**config.mk**
```make
export PLATFORM = sky130hd
export DESIGN_NAME = fetch_stage
export DESIGN_NICKNAME = d
export VERILOG_FILES = /design/src/rtl/fetch_stage.sv
export SDC_FILE = /design/constraint.sdc
export NUM_CORES = 1
export LEC_CHECK = 0
export BUFFER_PORTS_ARGS = -buffer_cell sky130_fd_sc_hd__buf_2
export CORE_MARGIN = 1.5
export CORE_UTILIZATION = 31
export DETAILED_ROUTE_END_ITERATION = 16
export PLACE_DENSITY = 0.66
export SYNTH_ARGS = -nofsm -noshare
export SYNTH_HDL_FRONTEND = slang
export SYNTH_SLANG_ARGS = --single-unit
```
**constraint.sdc**
```tcl
create_clock -name clock -period 2.1 [get_ports clock]
set_input_delay 0.105 -clock clock [delete_from_list [all_inputs] [get_ports clock]]
set_output_delay 0.105 -clock clock [all_outputs]
set_load 0.02 [all_outputs]
```
**src/rtl/fetch_stage.sv**
```systemverilog
// Instruction-fetch stage: PC register, instruction-memory address and the F/D latch.
// A redirect flushes F/D to a bubble. A stall freezes the PC and F/D together.
module fetch_stage #(
  parameter logic [31:0] RESET_PC        = 32'd0,
  parameter int          IMEM_ADDR_WIDTH = 12,
  parameter logic [31:0] NOP_INSN        = 32'h00000000
) (
  input  logic                       clock,
  input  logic                       reset,
  input  logic                       stall,
  input  logic                       redirect_valid,
  input  logic [31:0]                redirect_target,
  output logic [IMEM_ADDR_WIDTH-1:0] address_imem,
  input  logic [31:0]                q_imem,
  output logic [31:0]                pc_out,
  output logic [31:0]                pc_in,
  output logic [31:0]                insn_fd,
  output logic [31:0]                pc_plus1_fd,
  output logic                       valid_fd,
  output logic [31:0]                fetch_count
);

  logic [31:0] pc_plus1;
  logic        advance;

  // PC arithmetic is word-addressed and wraps modulo 2^32.
  assign pc_plus1     = pc_out + 32'd1;
  assign address_imem = pc_out[IMEM_ADDR_WIDTH-1:0];
  assign advance      = !reset && !redirect_valid && !stall;

  always_comb begin
    pc_in = pc_plus1;
    if (reset)               pc_in = RESET_PC;
    else if (redirect_valid) pc_in = redirect_target;
    else if (stall)          pc_in = pc_out;
  end

  always_ff @(posedge clock) begin
    pc_out <= pc_in;
  end

  // The stall check comes after the redirect check. A redirect therefore still
  // flushes F/D when stall is also asserted.
  always_ff @(posedge clock) begin
    if (reset) begin
      insn_fd     <= NOP_INSN;
      pc_plus1_fd <= 32'd0;
      valid_fd    <= 1'b0;
      fetch_count <= 32'd0;
    end else if (redirect_valid) begin
      insn_fd     <= NOP_INSN;
      pc_plus1_fd <= 32'd0;
      valid_fd    <= 1'b0;
    end else if (advance) begin
      insn_fd     <= q_imem;
      pc_plus1_fd <= pc_plus1;
      valid_fd    <= 1'b1;
      fetch_count <= fetch_count + 32'd1;
    end
  end

endmodule

```
==> summary.txt, run 1 <==
Synth
  • Largest cells by area after synthesis: dfxtp_1 42%, xnor2_1 6.9%, mux2i_1 6.3%
  • Seq cells post-synth: 129
  • Synth top area share: 0.417
  • Largest family of logic cells by synthesized area: simple AND/OR/NAND/NOR gates
  • Post-synthesis mux area share: 0.0631
  • Ys async rst share: 0
  • Seq/Total Area, Yosys: 0.417
  • Syn avg cell area: 8.67 um2
  • Dominant cell type by area after synthesis: dfxtp_1
  • Xor/xnor share of the synthesized area: 0.112
  • Count leader, synth: dfxtp_1
  • Commonest cells in the netlist: 129 x dfxtp_1, 97 x nor2_1, 60 x a21oi_1
  • Simple-gate share of the synthesized area: 0.223
  • Synth Area in Adders: 0.00404
  • Mapped Nets: 784
  • Syn Inst Count: 714
  • Compound-Gate Fraction of Synth Area: 0.110
  • Post-Synthesis Cell Area: 0.00619 mm2
  • Distinct cells, synth: 46
  • Number of flops mapped to enable cells by yosys: 0
  • Main synth FF type: dfxtp_1
  • Ys Warns: 0

Drt
  • Residual DRC: 0
  • Vias post-DR: 6315
  • First-pass DRT Iterations: 4
  • Detailed Route WL: 21.4 mm
  • Antenna viol nets, final: 0
  • DRT iter0 DRCs: 314
  • Routed len/inst: 16.3 um
  • Via-per-instance ratio: 4.80

STA
  • RSZ-0062 raised after global routing: yes
  • Worst slew pin tran: 0.845 ns
  • Final slew viol count: 0
  • Max Clk Rate: 425 MHz
  • Clock Skew: 0.0159 ns
  • Hold Vio Cnt, Final: 0
  • Setup violations, final: 27
  • Final worst-path cycle share: 1.12
  • Slew margin rel.: 0.437
  • Final Critical Period: 2.36 ns
  • Hold Slack: 0.0178 ns
  • Final setup margin: -0.255 ns

Setup path
  • Worst Path Arrival: 2.25 ns
  • Req. time, crit path: 2.00 ns
  • Startpoint types: flip-flop
  • Critical Path End Type: primary output
  • WS Path Type: reg2out
  • Critical-path maximum fanout: 8

Cells and area
  • Layout area overhead: 55.8%
  • Fill count: 1852
  • Layout Utilization: 0.494
  • Final nets: 1107
  • Cell area after layout: 0.00964 mm2
  • Share of cells above drive strength 1: 0.426
  • Antenna cells: 0
  • Post-Layout Cell Count: 1315

Global routing
  • M2 GR Usage: 0.341
  • Grt met3 use: 0.0632
  • Global-route wire length before repair: 32.1 mm
  • GR Layer Usage met1: 0.239
  • Vias in the first global route: 6029
  • GRT Residual Overflow: 0
  • Pin count of the biggest net entering global routing: 66
  • Tot GR Track Use: 0.202
  • Top Usage Layer GRT: met2
  • Initial antenna violation count: 1

Outcome
  • Failing checks: negative setup slack
  • Status: finished, violations left

Die
  • Core ar.: 0.0195 mm2
  • Die W: 144 um
  • Ports: 241
  • Row cnt: 51
  • Starting Density: 0.317
  • Die Height: 144 um
  • Total Die Area: 0.0208 mm2

Pwr
  • Pwr per Cell Area: 688 mW/mm2
  • Leak: 0.00444 uW
  • Peak supply drop: 0.000489 V

Placement
  • I/O Buffers: 240
  • Routability cong.: 0.909
  • Cell Area, Placed: 0.00785 mm2
  • Dpl hpwl: 14.5 mm
  • Placed insts: 1214

Min path
  • Tightest Hold Check Type: in2reg

Clocking
  • Clk root buf: clkbuf_16
  • Clock buffer depth: 2
  • CTS tree: yes
  • Skew-Pair Late Insertion Delay: 0.42 ns
  • Total CTS buffers: 17
  • CTS H-tree lvls: 4
  • Clock-pin slew on the worst setup and hold paths: 0.06 ns
  • Clock sink total: 129

Job
  • Max-Cap Viols: 0
-- path summary, 6_finish.rpt --
check                            from              end  slack [ns]  cells past startpoint
setup / recovery            pc_out[0]        pc_in[24]       -0.26                      9
hold / removal    redirect_target[19]       pc_out[19]        0.02                      3
setup reg to reg            pc_out[0]  pc_plus1_fd[24]        0.07                     11
hold reg to reg              valid_fd         valid_fd        0.44                      2
-- worst max-delay path, cell delays in order (launching register included) --
cell and delay [ns]:
dfxtp_4 0.36, ha_4 0.14, nand4_1 0.19, nor4_4 0.22, buf_6 0.17, buf_6 0.14
nand4_1 0.10, xnor2_1 0.14, o21a_1 0.22, buf_6 0.15
-- area by class of cell --
cell class                      count  area, um2  share of cell area
Inverter                           33        124              0.0128
Timing Repair Buffer              365       2450               0.254
Clock inverter                     11        138              0.0143
Sequential cell                   129       2620               0.272
Multi-Input combinational cell    491       3530               0.366
Tap cell                          265        332              0.0344
Clock buffer                       21        450              0.0467
-- state kept, by name (all words and copies together) (netlist names) --
register / cells
fetch_count: 32
insn_fd: 32
pc_out: 32
pc_plus1_fd: 32
valid_fd: 1
-- power by group --
group	switching, uW	internal, uW	total (uW)
Combinational	581	436	1020
Clock	1120	1890	3010
Sequential	73.1	2540	2610
Total	1770	4860	6630
-- per-stage QoR --
stage                     TNS [ns]  power [uW]  worst slack [ns]
final                        -3.53        6630            -0.255
after detailed placement         0        3510           0.00437
after CTS                    -4.79        6650            -0.290
after global placement           0        3510            0.0525
after floorplan                  0        3170           0.00720
after global routing         -6.48        6920            -0.335
-- placed cells by master, fill, tap and decap left out, types with 32 or more instances in the layout --
cell and count:
xnor2_1 44, buf_4 81, mux2i_1 39, a21oi_1 59
inv_1 32, buf_2 211, buf_6 38, dlygate4sd3_1 34
dfxtp_1 110, nor2_1 89
-- cell families after synthesis --
family,count (synthesis)
flip-flops,129
multiplexers,39
XOR/XNOR,79
AO/OA/AOI/OAI,121
AND/OR/NAND/NOR,250
buffers and inverters,94
adder cells (fa/ha/maj),2
-- repair_timing --
action | 4_1_cts | 5_1_grt
gates cloned | 0 | 0
buffers inserted | 18 | 18
resized for setup | 74 | 85
hold buffers | 33 | 1
pin swaps | 24 | 40
endpoints found under the hold margin | 33 | 1
setup endpoints to repair | 29 | 31
-- routing by layer --
| metal | routed length [um] | share of wire |
|---|---|---|
| met3 | 1710 | 0.080 |
| met4 | 561 | 0.026 |
| met1 | 8700 | 0.41 |
| met2 | 10400 | 0.49 |
| met5 | 13 | 0.00061 |
Note: power is estimated with default switching activity, not from simulation.
==> inputs of run 2 (changes only) <==
--- a/config.mk
+++ b/config.mk
@@ -8,6 +8,7 @@
 export BUFFER_PORTS_ARGS = -buffer_cell sky130_fd_sc_hd__buf_2
 export CORE_MARGIN = 1.5
 export CORE_UTILIZATION = 31
+export CTS_BUF_LIST = sky130_fd_sc_hd__clkbuf_4
 export DETAILED_ROUTE_END_ITERATION = 16
 export PLACE_DENSITY = 0.66
 export SYNTH_ARGS = -nofsm -noshare
==> run 2 against run 1 <==
  * The run still ends with negative setup slack left
  * Clock-buffer cell count fell by 1
  * Sequential power about the same
  * Fmax fell by 6.3%
  * Power decreased by 17%
  * Register-to-register slack improved by 0.07 ns
  * Largest cell class unchanged
  * Critical path depth is 2 lower
  * Via count is 1.3% higher
  * Cell count is 2.4% higher
  * Combinational power is 4% higher
  * Clock power is 39% lower
  * Core utilization shrank 0.71 points
  * Setup slack worse by 0.16 ns
==> summary.txt, run 2 (synthesis gave the netlist of run 1 again) <==
STA
  • Worst slew pin tran: 0.865 ns (was 0.845 ns)
  • Final slew viol count: 0 (unchanged)
  • Final worst-path cycle share: 1.20 (was 1.12)
  • Slew margin rel.: 0.424 (was 0.437)
  • Hold Vio Cnt, Final: 0 (unchanged)
  • Final setup margin: -0.414 ns (was -0.255 ns)
  • Setup violations, final: 30 (was 27)
  • Final Critical Period: 2.51 ns (was 2.36 ns)
  • Max Clk Rate: 398 MHz (was 425 MHz)
  • RSZ-0062 raised after global routing: yes (unchanged)
  • Clock Skew: 0.0250 ns (was 0.0159 ns)

Drt
  • Routed len/inst: 16.0 um (was 16.3 um)
  • Vias post-DR: 6394 (was 6315)
  • First-pass DRT Iterations: 5 (was 4)
  • Antenna viol nets, final: 0 (unchanged)
  • Residual DRC: 0 (unchanged)
  • DRT iter0 DRCs: 144 (was 314)
  • Via-per-instance ratio: 4.75 (was 4.80)
  • Detailed Route WL: 21.6 mm (was 21.4 mm)

Min path
  • Tightest Hold Check Type: in2reg (unchanged)
  • Hold Startpoint: stall (was redirect_target[19])

Setup path
  • Flop2flop setup slack: 0.14 ns (was 0.07 ns)
  • Critical-path maximum fanout: 4 (was 8)
  • CP dominant cell by count: o31a_1 (was buf_6)
  • Startpoint types: flip-flop (unchanged)
  • Critical Path Slowest Stage Cell: dfxtp_1 (was dfxtp_4)
  • WS Path Type: reg2out (unchanged)
  • Critical Path End Type: primary output (unchanged)
  • Worst Setup SP: pc_out[10] (was pc_out[0])
  • Req. time, crit path: 2.00 ns (about the same)
  • FF-to-FF Start: fetch_count[9] (was pc_out[0])
  • CP Cell Sequence: nand4_1, nor4_4, buf_4, nand3_4, o31a_1, o31a_1, buf_6 (was ha_4, nand4_1, nor4_4, buf_6, buf_6, nand4_1, xnor2_1, o21a_1, buf_6)
  • Worst Path Arrival: 2.41 ns (was 2.25 ns)
  • Worst path max stage delay: 0.39 ns (was 0.36 ns)

Cells and area
  • Commonest non-fill, non-tap cell in the layout: buf_2 (unchanged)
  • Layout Utilization: 0.487 (was 0.494)
  • Antenna cells: 0 (unchanged)
  • Layout area overhead: 53.6% (was 55.8%)
  • Final nets: 1138 (was 1107)
  • Most frequent cells in the layout: 214 x buf_2, 114 x dfxtp_1, 90 x nor2_1, 87 x buf_4, 64 x dlygate4sd3_1 (was 211 x buf_2, 110 x dfxtp_1, 89 x nor2_1, 81 x buf_4, 59 x a21oi_1)
  • Share of cells above drive strength 1: 0.404 (was 0.426)

Global routing
  • Global-route wire length before repair: 32.5 mm (was 32.1 mm)
  • Initial antenna violation count: 0 (was 1)
  • Tot GR Track Use: 0.204 (was 0.202)
  • GRT Residual Overflow: 0 (unchanged)
  • Vias in the first global route: 6119 (was 6029)
  • Pin count of the biggest net entering global routing: 66 (unchanged)

Pwr
  • Pwr Total: 5490 uW (was 6630 uW)
  • Peak supply drop: 0.000289 V (was 0.000489 V)
  • Leak: 0.00436 uW (was 0.00444 uW)
  • Pwr per Cell Area: 578 mW/mm2 (was 688 mW/mm2)

Outcome
  • Status: finished, violations left (unchanged)
  • Failing checks: negative setup slack (unchanged)

Clocking
  • CTS H-tree lvls: 4 (unchanged)
  • Clock buffer depth: 2 (unchanged)
  • Clk root buf: clkbuf_4 (was clkbuf_16)
  • Clock-pin slew on the worst setup and hold paths: 0.11 ns (was 0.06 ns)
  • Skew-Pair Late Insertion Delay: 0.55 ns (was 0.42 ns)
  • CTS tree: yes (unchanged)
  • Clock sink total: 129 (unchanged)
  • Total CTS buffers: 17 (unchanged)

Die
  • Row cnt: 51 (unchanged)
  • Core ar.: 0.0195 mm2 (unchanged)
  • Die W: 144 um (unchanged)
  • Ports: 241 (unchanged)
  • Total Die Area: 0.0208 mm2 (unchanged)
  • Die Height: 144 um (unchanged)
  • Starting Density: 0.317 (unchanged)

Placement
  • Dpl hpwl: 14.5 mm (unchanged)
  • I/O Buffers: 240 (unchanged)
  • Routability cong.: 0.909 (unchanged)

Job
  • Max-Cap Viols: 0 (unchanged)
run 2: layout make-up:
cell class | instances | area (um2)
Inverter | 33 | 124
Clock inverter | 12 | 141
Clock buffer | 20 | 150
Fill cell | 1896 | 10000
Tap cell | 265 | 332
Sequential cell | 129 | 2620
Multi-Input combinational cell | 491 | 3420
Timing Repair Buffer | 396 | 2720
run 2: worst max-delay path, delay by kind of cell, from the launching register on:
kind | cells | cell delay (ns)
AO/OA/AOI/OAI | 2 | 0.59
buffers and inverters | 2 | 0.33
flip-flops | 1 | 0.39
AND/OR/NAND/NOR | 3 | 0.56
run 2: final timing paths:
check	end	cells after the start
setup reg to reg	fetch_count[29]	6
setup / recovery	pc_in[26]	7
hold / removal	fetch_count[1]	4
hold reg to reg	valid_fd	2
run 2: power by group:
part           switching, uW  internal [uW]  leakage (uW)
logic                    587            469       0.00314
clock network            987            850      0.000156
registers               70.2           2530       0.00106
total                   1640           3850       0.00436
run 2: per-stage QoR:
| step | std cells | cell area, um2 | worst slack (ns) | TNS, ns | hold slack [ns] |
|---|---|---|---|---|---|
| after floorplan | 714 | 6210 | 0.00720 | 0 | 0.249 |
| after global placement | 1214 | 7850 | 0.0525 | 0 | 0.331 |
| after detailed placement | 1214 | 7850 | 0.00437 | 0 | 0.344 |
| after CTS | 1330 | 9170 | -0.447 | -9.52 | 0.0147 |
| after global routing | 1346 | 9500 | -0.543 | -12.77 | 0.0506 |
| final | 1346 | 9500 | -0.414 | -8.24 | 0.0553 |
run 2: repair_timing:
item / in CTS / in global routing
cloned: 0 / 0
setup endpoints to repair: 30 / 34
buffers inserted: 20 / 16
pin swaps: 18 / 26
hold buffers: 64 / 0
resized for setup: 70 / 58
hold endpoints to repair: 64 / 0
run 2: routing by layer:
layer / routed length, um / GRT usage
met5: 0 / 0
met2: 10500 / 0.347
met1: 8910 / 0.243
met4: 547 / 0.0856
met3: 1600 / 0.0520
==> inputs of run 3 (changes only) <==
--- a/config.mk
+++ b/config.mk
@@ -5,10 +5,12 @@
 export SDC_FILE = /design/constraint.sdc
 export NUM_CORES = 1
 export LEC_CHECK = 0
+export ABC_AREA = 1
 export BUFFER_PORTS_ARGS = -buffer_cell sky130_fd_sc_hd__buf_2
 export CORE_MARGIN = 1.5
 export CORE_UTILIZATION = 31
 export CTS_BUF_LIST = sky130_fd_sc_hd__clkbuf_4
+export CTS_CLUSTER_SIZE = 24
 export DETAILED_ROUTE_END_ITERATION = 16
 export PLACE_DENSITY = 0.66
 export SYNTH_ARGS = -nofsm -noshare
==> run 3 against run 2 <==
  * Cell count up 18%
  * First-iteration DRC count rose to 2.9 times the previous value
  * Clock power about the same
  * The run still ends with negative setup slack left
  * Largest power group unchanged
  * Global-route usage down 0.26 points
  * Largest cell class unchanged
  * Critical path type unchanged
==> summary.txt, run 3 <==
Outcome
  • Status: finished, violations left (unchanged)
  • Failing checks: negative setup slack (unchanged)

Drt
  • Via-per-instance ratio: 4.70 (was 4.75)
  • Antenna viol nets, final: 0 (unchanged)
  • DRT iter0 DRCs: 422 (was 144)
  • Detailed Route WL: 22.5 mm (was 21.6 mm)
  • Residual DRC: 0 (unchanged)
  • Vias post-DR: 7493 (was 6394)
  • First-pass DRT Iterations: 5 (unchanged)
  • Routed len/inst: 14.1 um (was 16.0 um)

Synth
  • Number of flops mapped to enable cells by yosys: 0 (unchanged)
  • Compound-Gate Fraction of Synth Area: 0.101 (was 0.110)
  • Largest family of logic cells by synthesized area: simple AND/OR/NAND/NOR gates (unchanged)
  • Distinct cells, synth: 35 (was 46)
  • Synth Area in Adders: 0.00399 (was 0.00404)
  • Dominant cell type by area after synthesis: dfxtp_1 (unchanged)
  • Seq cells post-synth: 129 (unchanged)
  • Commonest cells in the netlist: 296 x nand2_1, 156 x nor2_1, 129 x dfxtp_1 (was 129 x dfxtp_1, 97 x nor2_1, 60 x a21oi_1)
  • Count leader, synth: nand2_1 (was dfxtp_1)
  • Syn Inst Count: 957 (was 714)
  • Simple-gate share of the synthesized area: 0.373 (was 0.223)
  • Main synth FF type: dfxtp_1 (unchanged)
  • Synth top area share: 0.411 (was 0.417)
  • Post-synthesis mux area share: 0 (was 0.0631)
  • Post-Synthesis Cell Area: 0.00628 mm2 (was 0.00619 mm2)
  • Ys async rst share: 0 (unchanged)
  • Ys Warns: 0 (unchanged)
  • Xor/xnor share of the synthesized area: 0.0167 (was 0.112)
  • Largest cells by area after synthesis: dfxtp_1 41%, nand2_1 18%, nor2_1 9.3% (was dfxtp_1 42%, xnor2_1 6.9%, mux2i_1 6.3%)
  • Seq/Total Area, Yosys: 0.411 (was 0.417)
  • Mapped Nets: 1027 (was 784)
  • Syn avg cell area: 6.56 um2 (was 8.67 um2)

Cells and area
  • Storage cell area: 0.00264 mm2 (was 0.00262 mm2)
  • Layout area overhead: 55.8% (was 53.6%)
  • Cell area after layout: 0.00978 mm2 (was 0.00950 mm2)
  • Final nets: 1383 (was 1138)
  • Most frequent cells in the layout: 272 x nand2_1, 218 x buf_2, 135 x nor2_1, 103 x dfxtp_1, 88 x inv_1 (was 214 x buf_2, 114 x dfxtp_1, 90 x nor2_1, 87 x buf_4, 64 x dlygate4sd3_1)
  • Layout Utilization: 0.498 (was 0.487)
  • Share of cells above drive strength 1: 0.360 (was 0.404)
  • Fill count: 1926 (was 1896)
  • Area occupied by multi-input gates: 0.00351 mm2 (was 0.00342 mm2)
  • Commonest non-fill, non-tap cell in the layout: nand2_1 (was buf_2)

Job
  • Max-Cap Viols: 0 (unchanged)

Clocking
  • Clock buffer depth: 2 (unchanged)
  • Clock-pin slew on the worst setup and hold paths: 0.13 ns (was 0.11 ns)
  • Clock sink total: 129 (unchanged)
  • CTS H-tree lvls: 4 (unchanged)
  • Clk root buf: clkbuf_4 (unchanged)
  • Total CTS buffers: 17 (unchanged)
  • Skew-Pair Late Insertion Delay: 0.56 ns (was 0.55 ns)
  • CTS tree: yes (unchanged)

Pwr
  • Switching Fraction: 0.331 (was 0.299)
  • Reg power frac: 0.469 (was 0.474)
  • Int Power: 3780 uW (was 3850 uW)
  • Gate power share: 0.203 (was 0.192)
  • Peak supply drop: 0.000316 V (was 0.000289 V)
  • P_sw: 1870 uW (was 1640 uW)
  • Leak: 0.00471 uW (was 0.00436 uW)
  • Clock network power share: 0.329 (was 0.334)
  • Pwr per Cell Area: 577 mW/mm2 (was 578 mW/mm2)

Global routing
  • Pin count of the biggest net entering global routing: 66 (unchanged)
  • Global-route wire length before repair: 34.5 mm (was 32.5 mm)
  • Tot GR Track Use: 0.201 (was 0.204)
  • Vias in the first global route: 6807 (was 6119)
  • Initial antenna violation count: 2 (was 0)
  • GRT Residual Overflow: 0 (unchanged)

Die
  • Ports: 241 (unchanged)
  • Starting Density: 0.319 (was 0.317)
  • Core ar.: 0.0197 mm2 (was 0.0195 mm2)
  • Total Die Area: 0.0211 mm2 (was 0.0208 mm2)
  • Row cnt: 51 (unchanged)
  • Die Height: 145 um (was 144 um)
  • Die W: 145 um (was 144 um)

Placement
  • Cell Area, Placed: 0.00774 mm2 (was 0.00785 mm2)
  • Routability cong.: 0.903 (was 0.909)
  • I/O Buffers: 240 (unchanged)
  • Dpl hpwl: 14.6 mm (was 14.5 mm)

Min path
  • Hold EP: pc_plus1_fd[1] (was fetch_count[1])
  • Tightest Hold Check Type: in2reg (unchanged)
  • WHS Path Cells: 4 (unchanged)
  • Hold Startpoint: stall (unchanged)

Setup path
  • FF-to-FF Start: pc_out[1] (was fetch_count[9])
  • Critical Path End Type: primary output (unchanged)
  • FF-to-FF path depth: 15 (was 6)
  • Startpoint types: flip-flop (unchanged)
  • Worst path max stage delay: 0.38 ns (was 0.39 ns)
  • Delay-heaviest family, CP: simple AND/OR/NAND/NOR gates (was compound AO/OA/AOI/OAI gates)
  • Flop2flop setup slack: -0.14 ns (was 0.14 ns)
  • WS Path Type: reg2out (unchanged)
  • Req. time, crit path: 2.00 ns (about the same)
  • Worst Setup SP: pc_out[0] (was pc_out[10])
  • Worst Path Arrival: 2.27 ns (was 2.41 ns)
  • FF-to-FF End: pc_out[3] (was fetch_count[29])
  • Critical Path Slowest Stage Cell: dfxtp_2 (was dfxtp_1)
  • Critical-path maximum fanout: 5 (was 4)
  • CP Cell Sequence: ha_4, nand2_4, nor2_4, buf_4, buf_6, buf_6, nand2_2, nand2_1, nand3_2, nand2_2, nand2_2, buf_6 (was nand4_1, nor4_4, buf_4, nand3_4, o31a_1, o31a_1, buf_6)
  • Buf+Inv Stages, Crit Path: 4 (was 2)

STA
  • Worst slew pin tran: 0.591 ns (was 0.865 ns)
  • Hold Slack: 0.0353 ns (was 0.0553 ns)
  • Final worst-path cycle share: 1.13 (was 1.20)
  • Setup violations, final: 30 (unchanged)
  • RSZ-0062 raised after global routing: yes (unchanged)
  • Clock Skew: 0.0203 ns (was 0.0250 ns)
  • Slew margin rel.: 0.605 (was 0.424)
  • Final slew viol count: 0 (unchanged)
  • Final setup margin: -0.271 ns (was -0.414 ns)
  • Hold Vio Cnt, Final: 0 (unchanged)
  • Final Critical Period: 2.37 ns (was 2.51 ns)
  • Max Clk Rate: 422 MHz (was 398 MHz)
[run 3: changes by cell type in the layout (fill, tap and decap cells not counted), sizes merged, moves of 22 or more]
| cell | before | now |
|---|---|---|
| nand2 | 33 | 302 |
| xor2 | 30 | 7 |
| inv | 32 | 98 |
| o21ai | 32 | 54 |
| xnor2 | 49 | 5 |
| nand3 | 24 | 62 |
| nor2 | 97 | 170 |
| mux2i | 39 | 0 |
[run 3: worst max path at each step]
stage	end	depth (start not counted)
floorplan	pc_out[8]	7
global placement	pc_in[14]	10
detailed placement	pc_in[14]	10
CTS	pc_in[22]	12
global route	pc_in[14]	10
finish	pc_in[20]	12
[run 3: area by class of cell]
type,count,area share
inverters,92,0.0359
clock buffers,17,0.0130
clock inverters,15,0.0175
diodes,2,0.000512
flip-flops and latches,129,0.270
repair buffers,383,0.270
multi-input cells,690,0.359
well taps,265,0.0339
[run 3: power by group through the flow]
stage                     clock network, uW  registers, uW  logic, uW
after floorplan                           0           2800        401
after global placement                    0           2680        846
after detailed placement                  0           2690        848
after CTS                              1920           2640       1050
after global routing                   2010           2660       1230
final                                  1850           2640       1140
[run 3: metal layers]
| metal | vias up | global-route usage | routed length (um) | part of all wire |
|---|---|---|---|---|
| met5 | - | 0 | 0 | 0 |
| met4 | 0 | 0.0760 | 585 | 0.026 |
| met3 | 46 | 0.0440 | 1360 | 0.060 |
| met2 | 265 | 0.339 | 11000 | 0.49 |
| met1 | 3450 | 0.250 | 9590 | 0.43 |
| li1 | 3732 | - | - | - |
[run 3: logic make-up (layout without fill, tap and decap cells)]
group | Yosys count | in the layout
compound gates | 118 | 118
xor+xnor | 12 | 12
fa+ha+maj | 2 | 2
buf+inv | 138 | 507
flops | 129 | 129
other cells | 0 | 2
simple gates | 558 | 558
[run 3: metrics by stage]
stage / std cells / total power, uW / setup slack (ns) / setup TNS, ns
3_5_place_dp: 1435 / 3530 / 0.132 / 0
6_report: 1593 / 5640 / -0.271 / -4.49
4_1_cts: 1570 / 5610 / -0.266 / -5.44
3_3_place_gp: 1435 / 3530 / 0.159 / 0
2_1_floorplan: 957 / 3200 / 0.0567 / 0
5_1_grt: 1593 / 5890 / -0.428 / -8.84
[run 3: repair_timing]
| action | CTS | global route |
|---|---|---|
| pin swaps | 18 | 29 |
| setup endpoints to repair | 29 | 33 |
| resized for setup | 118 | 88 |
| hold buffers | 68 | 0 |
| setup buffers | 35 | 22 |
| endpoints found under the hold margin | 75 | 0 |
[run 3: worst register-to-register path, stage by stage, from the launching register on]
cell and delay (ns):
dfxtp_2 0.36, buf_4 0.16, nand3_4 0.08, inv_6 0.06, buf_4 0.13, buf_4 0.13
a21oi_2 0.12, o21ai_1 0.09, o211ai_1 0.14, nand2_1 0.14, buf_6 0.14, buf_4 0.12
buf_4 0.12, buf_4 0.12, buf_4 0.12, buf_4 0.12
